`src/rtl/decode_stage_if.sv`:
```
`default_nettype none
// decode_stage_if: handshake and decoded-payload bundle between fetch, decode and execute.
// Revision 1.0
interface decode_stage_if #(
   parameter int XLEN  = 32,
   parameter int CNT_W = 16
) ();
   logic             in_valid;
   logic             in_ready;
   logic [31:0]      instr;
   logic             flush;
   logic             out_valid;
   logic             out_ready;
   logic [4:0]       rd;
   logic [2:0]       funct3;
   logic [6:0]       funct7;
   logic [4:0]       rs1;
   logic [4:0]       rs2;
   logic [XLEN-1:0]  imm;
   logic [2:0]       ImmSel;
   logic             Op2Sel;
   logic             RegWrite;
   logic             illegal;
   logic [CNT_W-1:0] decode_count;
   logic [CNT_W-1:0] illegal_count;

   modport slave (
      input  in_valid, instr, flush, out_ready,
      output in_ready, out_valid, rd, funct3, funct7, rs1, rs2, imm,
             ImmSel, Op2Sel, RegWrite, illegal, decode_count, illegal_count
   );

   modport master (
      output in_valid, instr, flush, out_ready,
      input  in_ready, out_valid, rd, funct3, funct7, rs1, rs2, imm,
             ImmSel, Op2Sel, RegWrite, illegal, decode_count, illegal_count
   );
endinterface
`default_nettype wire

```
`src/rtl/decode_stage.sv`:
```
`default_nettype none
// decode_stage: registered RV32I decoder with one-entry valid/ready output, flush and saturating counters.
// Revision 1.0
module decode_stage #(
   parameter int XLEN  = 32,
   parameter int CNT_W = 16
) (
   input  wire logic     clk,
   input  wire logic     reset,
   decode_stage_if.slave bus
);
   localparam logic [6:0] OP_R      = 7'h33;
   localparam logic [6:0] OP_IMM    = 7'h13;
   localparam logic [6:0] OP_LOAD   = 7'h03;
   localparam logic [6:0] OP_JALR   = 7'h67;
   localparam logic [6:0] OP_STORE  = 7'h23;
   localparam logic [6:0] OP_BRANCH = 7'h63;
   localparam logic [6:0] OP_LUI    = 7'h37;
   localparam logic [6:0] OP_AUIPC  = 7'h17;
   localparam logic [6:0] OP_JAL    = 7'h6F;

   localparam logic [2:0] IMM_I    = 3'd0;
   localparam logic [2:0] IMM_S    = 3'd1;
   localparam logic [2:0] IMM_B    = 3'd2;
   localparam logic [2:0] IMM_U    = 3'd3;
   localparam logic [2:0] IMM_J    = 3'd4;
   localparam logic [2:0] IMM_NONE = 3'd7;

   logic [31:0]     ins;
   logic [4:0]      d_rd;
   logic [4:0]      d_rs1;
   logic [4:0]      d_rs2;
   logic [2:0]      d_funct3;
   logic [6:0]      d_funct7;
   logic [2:0]      d_imm_sel;
   logic [XLEN-1:0] d_imm;
   logic            d_op2_sel;
   logic            d_reg_write;
   logic            d_illegal;
   logic            in_ready;
   logic            accept;

   assign ins          = bus.instr;
   assign in_ready     = !bus.out_valid || bus.out_ready;
   assign bus.in_ready = in_ready;
   assign accept       = bus.in_valid && in_ready;

   always_comb begin
      d_rd        = 5'd0;
      d_rs1       = 5'd0;
      d_rs2       = 5'd0;
      d_funct3    = ins[14:12];
      d_funct7    = 7'd0;
      d_imm_sel   = IMM_NONE;
      d_op2_sel   = 1'b1;
      d_reg_write = 1'b0;
      d_illegal   = 1'b0;
      case (ins[6:0])
         OP_R: begin
            d_rs1       = ins[19:15];
            d_rs2       = ins[24:20];
            d_rd        = ins[11:7];
            d_funct7    = ins[31:25];
            d_reg_write = 1'b1;
         end
         OP_IMM, OP_LOAD, OP_JALR: begin
            d_rs1       = ins[19:15];
            d_rd        = ins[11:7];
            d_imm_sel   = IMM_I;
            d_op2_sel   = 1'b0;
            d_reg_write = 1'b1;
         end
         OP_STORE: begin
            d_rs1     = ins[19:15];
            d_rs2     = ins[24:20];
            d_imm_sel = IMM_S;
            d_op2_sel = 1'b0;
         end
         OP_BRANCH: begin
            d_rs1     = ins[19:15];
            d_rs2     = ins[24:20];
            d_imm_sel = IMM_B;
         end
         OP_LUI, OP_AUIPC: begin
            d_rd        = ins[11:7];
            d_imm_sel   = IMM_U;
            d_op2_sel   = 1'b0;
            d_reg_write = 1'b1;
         end
         OP_JAL: begin
            d_rd        = ins[11:7];
            d_imm_sel   = IMM_J;
            d_op2_sel   = 1'b0;
            d_reg_write = 1'b1;
         end
         default: begin
            d_illegal = 1'b1;
            d_funct3  = 3'd0;
         end
      endcase

      // Immediate follows the selected format; R-type and illegal leave it zero.
      case (d_imm_sel)
         IMM_I:   d_imm = {{(XLEN-12){ins[31]}}, ins[31:20]};
         IMM_S:   d_imm = {{(XLEN-12){ins[31]}}, ins[31:25], ins[11:7]};
         IMM_B:   d_imm = {{(XLEN-13){ins[31]}}, ins[31], ins[7], ins[30:25], ins[11:8], 1'b0};
         IMM_U:   d_imm = {{(XLEN-32){ins[31]}}, ins[31:12], 12'd0};
         IMM_J:   d_imm = {{(XLEN-21){ins[31]}}, ins[31], ins[19:12], ins[20], ins[30:21], 1'b0};
         default: d_imm = '0;
      endcase
   end

   always_ff @(posedge clk) begin
      if (reset) begin
         bus.out_valid     <= 1'b0;
         bus.rd            <= 5'd0;
         bus.rs1           <= 5'd0;
         bus.rs2           <= 5'd0;
         bus.funct3        <= 3'd0;
         bus.funct7        <= 7'd0;
         bus.imm           <= '0;
         bus.ImmSel        <= IMM_NONE;
         bus.Op2Sel        <= 1'b1;
         bus.RegWrite      <= 1'b0;
         bus.illegal       <= 1'b0;
         bus.decode_count  <= '0;
         bus.illegal_count <= '0;
      end else if (bus.flush) begin
         // A same-cycle accept is discarded along with the held payload.
         bus.out_valid <= 1'b0;
      end else if (accept) begin
         bus.out_valid <= 1'b1;
         bus.rd        <= d_rd;
         bus.rs1       <= d_rs1;
         bus.rs2       <= d_rs2;
         bus.funct3    <= d_funct3;
         bus.funct7    <= d_funct7;
         bus.imm       <= d_imm;
         bus.ImmSel    <= d_imm_sel;
         bus.Op2Sel    <= d_op2_sel;
         bus.RegWrite  <= d_reg_write;
         bus.illegal   <= d_illegal;
         if (bus.decode_count != '1) begin
            bus.decode_count <= bus.decode_count + 1'b1;
         end
         if (d_illegal && (bus.illegal_count != '1)) begin
            bus.illegal_count <= bus.illegal_count + 1'b1;
         end
      end else if (bus.out_ready) begin
         bus.out_valid <= 1'b0;
      end
   end
endmodule
`default_nettype wire

```
`src/flat_wrapper.sv`:
```
// flat-port wrapper written by rule: the top's interface ports become plain ports
module decode_stage_flat 
#(
   parameter int XLEN  = 32,
   parameter int CNT_W = 16
)
  (clk, reset, bus_in_valid, bus_instr, bus_flush, bus_out_ready, bus_in_ready, bus_out_valid, bus_rd, bus_funct3, bus_funct7, bus_rs1, bus_rs2, bus_imm, bus_ImmSel, bus_Op2Sel, bus_RegWrite, bus_illegal, bus_decode_count, bus_illegal_count);
  decode_stage_if #(.XLEN(XLEN), .CNT_W(CNT_W)) bus_i ();
  input  wire logic clk;
  input  wire logic reset;
  input wire logic [$bits(bus_i.in_valid)-1:0] bus_in_valid;
  input wire logic [$bits(bus_i.instr)-1:0] bus_instr;
  input wire logic [$bits(bus_i.flush)-1:0] bus_flush;
  input wire logic [$bits(bus_i.out_ready)-1:0] bus_out_ready;
  output wire logic [$bits(bus_i.in_ready)-1:0] bus_in_ready;
  output wire logic [$bits(bus_i.out_valid)-1:0] bus_out_valid;
  output wire logic [$bits(bus_i.rd)-1:0] bus_rd;
  output wire logic [$bits(bus_i.funct3)-1:0] bus_funct3;
  output wire logic [$bits(bus_i.funct7)-1:0] bus_funct7;
  output wire logic [$bits(bus_i.rs1)-1:0] bus_rs1;
  output wire logic [$bits(bus_i.rs2)-1:0] bus_rs2;
  output wire logic [$bits(bus_i.imm)-1:0] bus_imm;
  output wire logic [$bits(bus_i.ImmSel)-1:0] bus_ImmSel;
  output wire logic [$bits(bus_i.Op2Sel)-1:0] bus_Op2Sel;
  output wire logic [$bits(bus_i.RegWrite)-1:0] bus_RegWrite;
  output wire logic [$bits(bus_i.illegal)-1:0] bus_illegal;
  output wire logic [$bits(bus_i.decode_count)-1:0] bus_decode_count;
  output wire logic [$bits(bus_i.illegal_count)-1:0] bus_illegal_count;
  assign bus_i.in_valid = bus_in_valid;
  assign bus_i.instr = bus_instr;
  assign bus_i.flush = bus_flush;
  assign bus_i.out_ready = bus_out_ready;
  assign bus_in_ready = bus_i.in_ready;
  assign bus_out_valid = bus_i.out_valid;
  assign bus_rd = bus_i.rd;
  assign bus_funct3 = bus_i.funct3;
  assign bus_funct7 = bus_i.funct7;
  assign bus_rs1 = bus_i.rs1;
  assign bus_rs2 = bus_i.rs2;
  assign bus_imm = bus_i.imm;
  assign bus_ImmSel = bus_i.ImmSel;
  assign bus_Op2Sel = bus_i.Op2Sel;
  assign bus_RegWrite = bus_i.RegWrite;
  assign bus_illegal = bus_i.illegal;
  assign bus_decode_count = bus_i.decode_count;
  assign bus_illegal_count = bus_i.illegal_count;
  decode_stage #(.XLEN(XLEN), .CNT_W(CNT_W)) u_core (.clk(clk), .reset(reset), .bus(bus_i));
endmodule
```
`config.mk`:
```
export PLATFORM = sky130hd
export DESIGN_NAME = decode_stage_flat
export DESIGN_NICKNAME = d
export VERILOG_FILES = /design/src/rtl/decode_stage_if.sv /design/src/rtl/decode_stage.sv /design/src/flat_wrapper.sv
export SDC_FILE = /design/constraint.sdc
export NUM_CORES = 1
export LEC_CHECK = 0
export ABC_CLOCK_PERIOD_IN_PS = 3000
export CAP_MARGIN = 20
export CORE_MARGIN = 2
export CORE_UTILIZATION = 50
export CTS_CLUSTER_SIZE = 30
export DETAILED_ROUTE_END_ITERATION = 7
export PLACE_DENSITY = 0.86
export SYNTH_ARGS = -nofsm -noshare
export SYNTH_HDL_FRONTEND = slang
export SYNTH_SLANG_ARGS = --single-unit
```
`constraint.sdc`:
```
create_clock -name clk -period 3 [get_ports clk]
set_input_delay 0.6 -clock clk [delete_from_list [all_inputs] [get_ports clk]]
set_output_delay 0.6 -clock clk [all_outputs]
set_load 0.01 [all_outputs]
```
Word level (Yosys, flattened, before mapping). Cells that the tools add are included.

Output and inout port bits: 97. Input port bits: 37. Bits in latches: 0. Memories: 0. Logic and storage cells: 60. Register bits: 96. Bits in read-only memories: 0. Bits in writable memories: 0.

Add/sub/neg operators: 2. Divide/modulo/power cells: 0. Reductions and logical operators: 17. Equal/unequal tests: 15. Multiplexer cells: 12. Multipliers: 0. Order comparisons: 0. Shift operators: 0. Bitwise operators: 1.

Operators with widths (count): 32-bit one-hot mux with 5 select lines (1); 16-bit by 1-bit adder with 16-bit output, second input constant (2); 16-bit != test, second input constant (2); 7-bit by 6-bit equality test with 1-bit output, second input constant (3); 7-bit equality test, second input constant (3); 5-bit 2-to-1 mux (3); 3-bit one-hot mux with 5 select lines (1); 7-bit by 5-bit equality test with 1-bit output, second input constant (2); 7-bit OR reduction (2); 9-bit OR reduction (1); 7-bit by 2-bit equality test with 1-bit output, second input constant (1); 7-bit 2-to-1 mux (1); 3-bit by 2-bit equality test with 1-bit output, second input constant (2); 3-bit AND reduction (2); 3-bit OR reduction (2); 6-bit OR reduction (1); 1-bit 2-to-1 mux (5); 2-bit OR reduction (2); 3-bit by 1-bit equality test with 1-bit output, second input constant (1); 3-bit equality test, second input constant (1); 3-bit logical NOT (1); 3-bit 2-to-1 mux (1); 1-bit logical AND (2); 2-bit AND reduction (1); 4 further kinds (4).

Longest topological paths before layout.
Depth in word-level cells: 5. Gate-level depth with buffers: 10. Mapped depth without buffers: 6.

Worst setup path after synthesis. No wires, ideal clock.

Path kind: input-to-reg. Start: in bus_instr[4]. End: reg u_core.bus.illegal_count[5] (netlist name). Data required time: 2.877 ns. Path buffers: 2. Stages on the path: 7. Data arrival time: 2.098 ns. Setup time: 0.123 ns. Setup slack: 0.778 ns. Cells stage by stage: buf_2 nand2b_4 a2111oi_2 clkbuf_1 nor4b_2 nand3_1 mux2_1.

Cells in the longest elaborated chain, start to end: 5. Elaborated cells on any way between the ends: 13. Those cells by class: eq/ne (9); mux (1); reduce/logical (3).

Ends and longest elaborated chain: start, declared (RTL line flat_wrapper.sv:12) `input wire logic [$bits(bus_i.instr)-1:0] bus_instr;`; 7-bit by 6-bit equality test with 1-bit output, or another cell as far along (RTL line decode_stage.sv:58) `case (ins[6:0])`; 9-bit OR reduction (no line) (*); 1-bit 2-to-1 mux (*) (RTL line decode_stage.sv:58); 1-bit logical AND (*) (RTL line decode_stage.sv:146) `if (d_illegal && (bus.illegal_count != '1)) begin`; 3-bit AND reduction (no line) (*); end signal, assigned (RTL line decode_stage.sv:147) `bus.illegal_count <= bus.illegal_count + 1'b1;`; end, declared (RTL line decode_stage_if.sv:30) `ImmSel, Op2Sel, RegWrite, illegal, decode_count, illegal_count`.

Mark *: on every way between the ends. The rest lies on a longest branch, timed or not. A chain may end at the register's enable or synchronous reset.

Worst setup path after layout.
Start: in bus_out_ready. End: out bus_in_ready.

Cells in the longest elaborated chain, start to end: 1.

Ends and longest elaborated chain: start, declared (RTL line flat_wrapper.sv:14) `input wire logic [$bits(bus_i.out_ready)-1:0] bus_out_ready;`; 1-bit logical OR (RTL line decode_stage.sv:44) `assign in_ready = !bus.out_valid || bus.out_ready;`; end, declared (RTL line flat_wrapper.sv:15) `output wire logic [$bits(bus_i.in_ready)-1:0] bus_in_ready;`.

No other way between the ends.

==> impl_metrics.tcl <==
set metrics [dict create \
    end_kind "output port" \
    vdd_drop_max_v 0.000337 \
    first_pass_iters 5 \
    maxCapViolations 0 \
    viasPerCell 5.85 \
    clk_latency_ps 360 \
    postRouteAntennaNets 0 \
    top_usage_layer "met2" \
    ys_warn_count 0 \
    stdcell_area_sq_um 5870 \
    die_x_microns 95.6 \
    yosysTopAreaCell "dfxtp_1" \
    grt_overflow 0 \
    async_reset_ff_share_pct 0 \
    area_growth_pct 40.1 \
    synth.top_cells.by_count "dfxtp_1, nor2_1, nand2_1, a22oi_1, a21oi_1" \
    fin_setup_tns_ps 0 \
    first_iter_violations 309 \
    use_met3_pct 5.61 \
    cts_hold_buffers 0 \
    critPathMaxFanout 7 \
    holdWs_ps 460 \
    synth-xor-area-share_pct 4.18 \
    synth-adder-area-share_pct 0.597 \
    synth.area.mux_share_pct 1.01 \
    critical_path_class "primary input to output port" \
    synth_top_family_by_area "simple AND/OR/NAND/NOR gates" \
    routedWlPerCell_microns 16.7 \
    antenna_cells 0 \
    finalCriticalPeriod_ps 2730 \
    relSlewSlack_pct 38.9 \
    postCtsSetupBuffers 0 \
    drc 0 \
    skew_ps 13.0 \
    syn_inst 470 \
    layout-drive-gt1-share_pct 8.22 \
    cts-root-buf "clkbuf_8" \
    power_mw 2.50 \
    worst_pin_slew_ps 917 \
    post-dp-hpwl_microns 8590 \
    drt-total-wl_microns 11900 \
    vias 4171 \
    max_freq_mhz 366 \
    synth_seq_cells 96 \
    hold_viol_final 0 \
    post-route-period-util_pct 91.0 \
    cts_max_path_buffers 2 \
    met2_usage_pct 41.3 \
    cp-start-kind "primary input" \
    powerDensity_nw_per_um2 426 \
    grt_max_degree 50 \
    num_rows 33 \
    syn_area_sq_um 4190 \
    grt_pass1_vias 3884 \
    synthSimpleGateAreaFrac_pct 24.9 \
    place_inst 697 \
    antenna_found_initial 0 \
    synth_edf_count 0 \
    start_util_pct 51.3 \
    htreeDepth 3 \
    core_area_sq_um 8180 \
    post_synth_num_cell_types 63 \
    met1_usage_pct 35.6 \
    place.gp.congestion 0.905 \
    avgSynthCellArea_sq_um 8.92 \
    fin_cells 713 \
    critPathRequiredTime_ps 2400 \
    cp.arrival_ps 2130 \
    clk_pin_slew_ps 100 \
    final_nets 642 \
    syn_nets 509 \
    die_h_microns 95.6 \
    die_area_sq_um 9130 \
    setup_viol 0 \
    seq_area_frac_synth_pct 45.8 \
    cts_tree "yes" \
    outcome "finished clean" \
    place_area_sq_um 5630 \
    synth-compound-area-share_pct 19.2 \
    grt_pass1_wl_microns 19200 \
    yosysMostFrequentCell "dfxtp_1" \
    cts_resized 0 \
    synth_top_cell_area_share_pct 45.8 \
    io_pins 134 \
    port_buffers 133 \
    synth.area.top_cells "dfxtp_1, nor2_1, a22oi_1" \
    ys.flop_type "dfxtp_1" \
    report.final.slew_viol_count 0 \
    cts_made_buffers 9 \
    hold_path_class "register to register" \
    numClockSinks 96 \
    nFillCells 631 \
    p_leak_nw 2.04 \
    track_usage_pct 26.4 \
    rsz0062_at_grt "no" \
]
==> report_power, final <==
| part | internal [mW] | switching (mW) | leakage, nW |
|---|---|---|---|
| Combinational | 0.0938 | 0.110 | 1.14 |
| Clock | 0.555 | 0.454 | 0.124 |
| Sequential | 1.28 | 0.00769 | 0.774 |
| Total | 1.93 | 0.571 | 2.04 |
==> path summary, 6_finish.rpt <==
| check | end | cells after the start | slack [ps] | startpoint |
|---|---|---|---|---|
| worst max-delay path | bus_in_ready | 4 | 270 | bus_out_ready |
| worst min-delay path | u_core.bus.imm[22] | 2 | 460 | u_core.bus.imm[22] |
| worst max register to register | u_core.bus.illegal_count[5] | 6 | 670 | u_core.bus.illegal_count[0] |
| worst min register to register | u_core.bus.imm[22] | 2 | 460 | u_core.bus.imm[22] |
==> flip-flops by register name (all words and copies together), names as in the netlist, 3 cells and up <==
signal / count
u_core.bus.ImmSel: 3
u_core.bus.decode_count: 16
u_core.bus.funct3: 3
u_core.bus.funct7: 7
u_core.bus.illegal_count: 16
u_core.bus.imm: 32
u_core.bus.rd: 5
u_core.bus.rs1: 5
u_core.bus.rs2: 5
==> cells by family (layout without fill, tap and decap cells) <==
| logic type | Yosys count | in the layout |
|---|---|---|
| compound gates | 116 | 116 |
| xor+xnor | 20 | 20 |
| fa+ha+maj | 2 | 2 |
| buf+inv | 36 | 174 |
| flops | 96 | 96 |
| mux | 4 | 4 |
| simple gates | 196 | 196 |
==> critical path, cell delays in order <==
cell,delay [ps]
clkdlybuf4s50_1,400
nor2b_1,480
inv_2,120
clkdlybuf4s50_1,530
==> cell type report <==
class | instances | area [sq um] | share of cell area, %
Clock buffer | 9 | 124 | 2.11
Clock inverter | 7 | 118 | 2.00
Inverter | 9 | 33.8 | 0.575
Multi-Input combinational cell | 338 | 2100 | 35.7
Sequential cell | 96 | 1920 | 32.7
Tap cell | 105 | 131 | 2.24
Timing Repair Buffer | 149 | 1450 | 24.6
==> layer usage <==
metal / vias to the layer above / routed length [microns]
met5: - / 0
met4: 0 / 293
met3: 32 / 850
met2: 180 / 5550
met1: 1980 / 5220
li1: 1979 / -
==> through the flow <==
step / utilization [%] / worst slack [ps]
floorplan: - / 778
global placement: 68.9 / 276
detailed placement: 68.9 / 201
CTS: 71.8 / 281
global route: 71.8 / 193
finish: 71.8 / 270
==> placed cells by master (no fill, tap or decap), drive strengths merged, types with 3 or more instances in the layout <==
| cell type | synthesis | final |
|---|---|---|
| o31ai | 4 | 4 |
| and2 | 3 | 3 |
| a22oi | 30 | 30 |
| xor2 | 11 | 11 |
| or2 | 4 | 4 |
| dfxtp | 96 | 96 |
| and4 | 5 | 5 |
| nand2 | 32 | 32 |
| a22o | 5 | 5 |
| nor3b | 3 | 3 |
| or3 | 3 | 3 |
| nor2b | 5 | 5 |
| a21oi | 28 | 28 |
| a211o | 3 | 3 |
| bufinv | 0 | 3 |
| nor2 | 71 | 71 |
| clkinv | 0 | 3 |
| nor3 | 10 | 10 |
| o21ai | 22 | 22 |
| nand3 | 11 | 11 |
| or4 | 6 | 6 |
| buf | 10 | 17 |
| xnor2 | 9 | 9 |
| and3 | 6 | 6 |
| clkdlybuf4s50 | 0 | 132 |
| inv | 9 | 10 |
| nor4 | 10 | 10 |
| a221o | 8 | 8 |
| clkbuf | 17 | 9 |
| nand2b | 8 | 8 |
| nand4 | 12 | 12 |
Power figures use the tool's default switching activity.
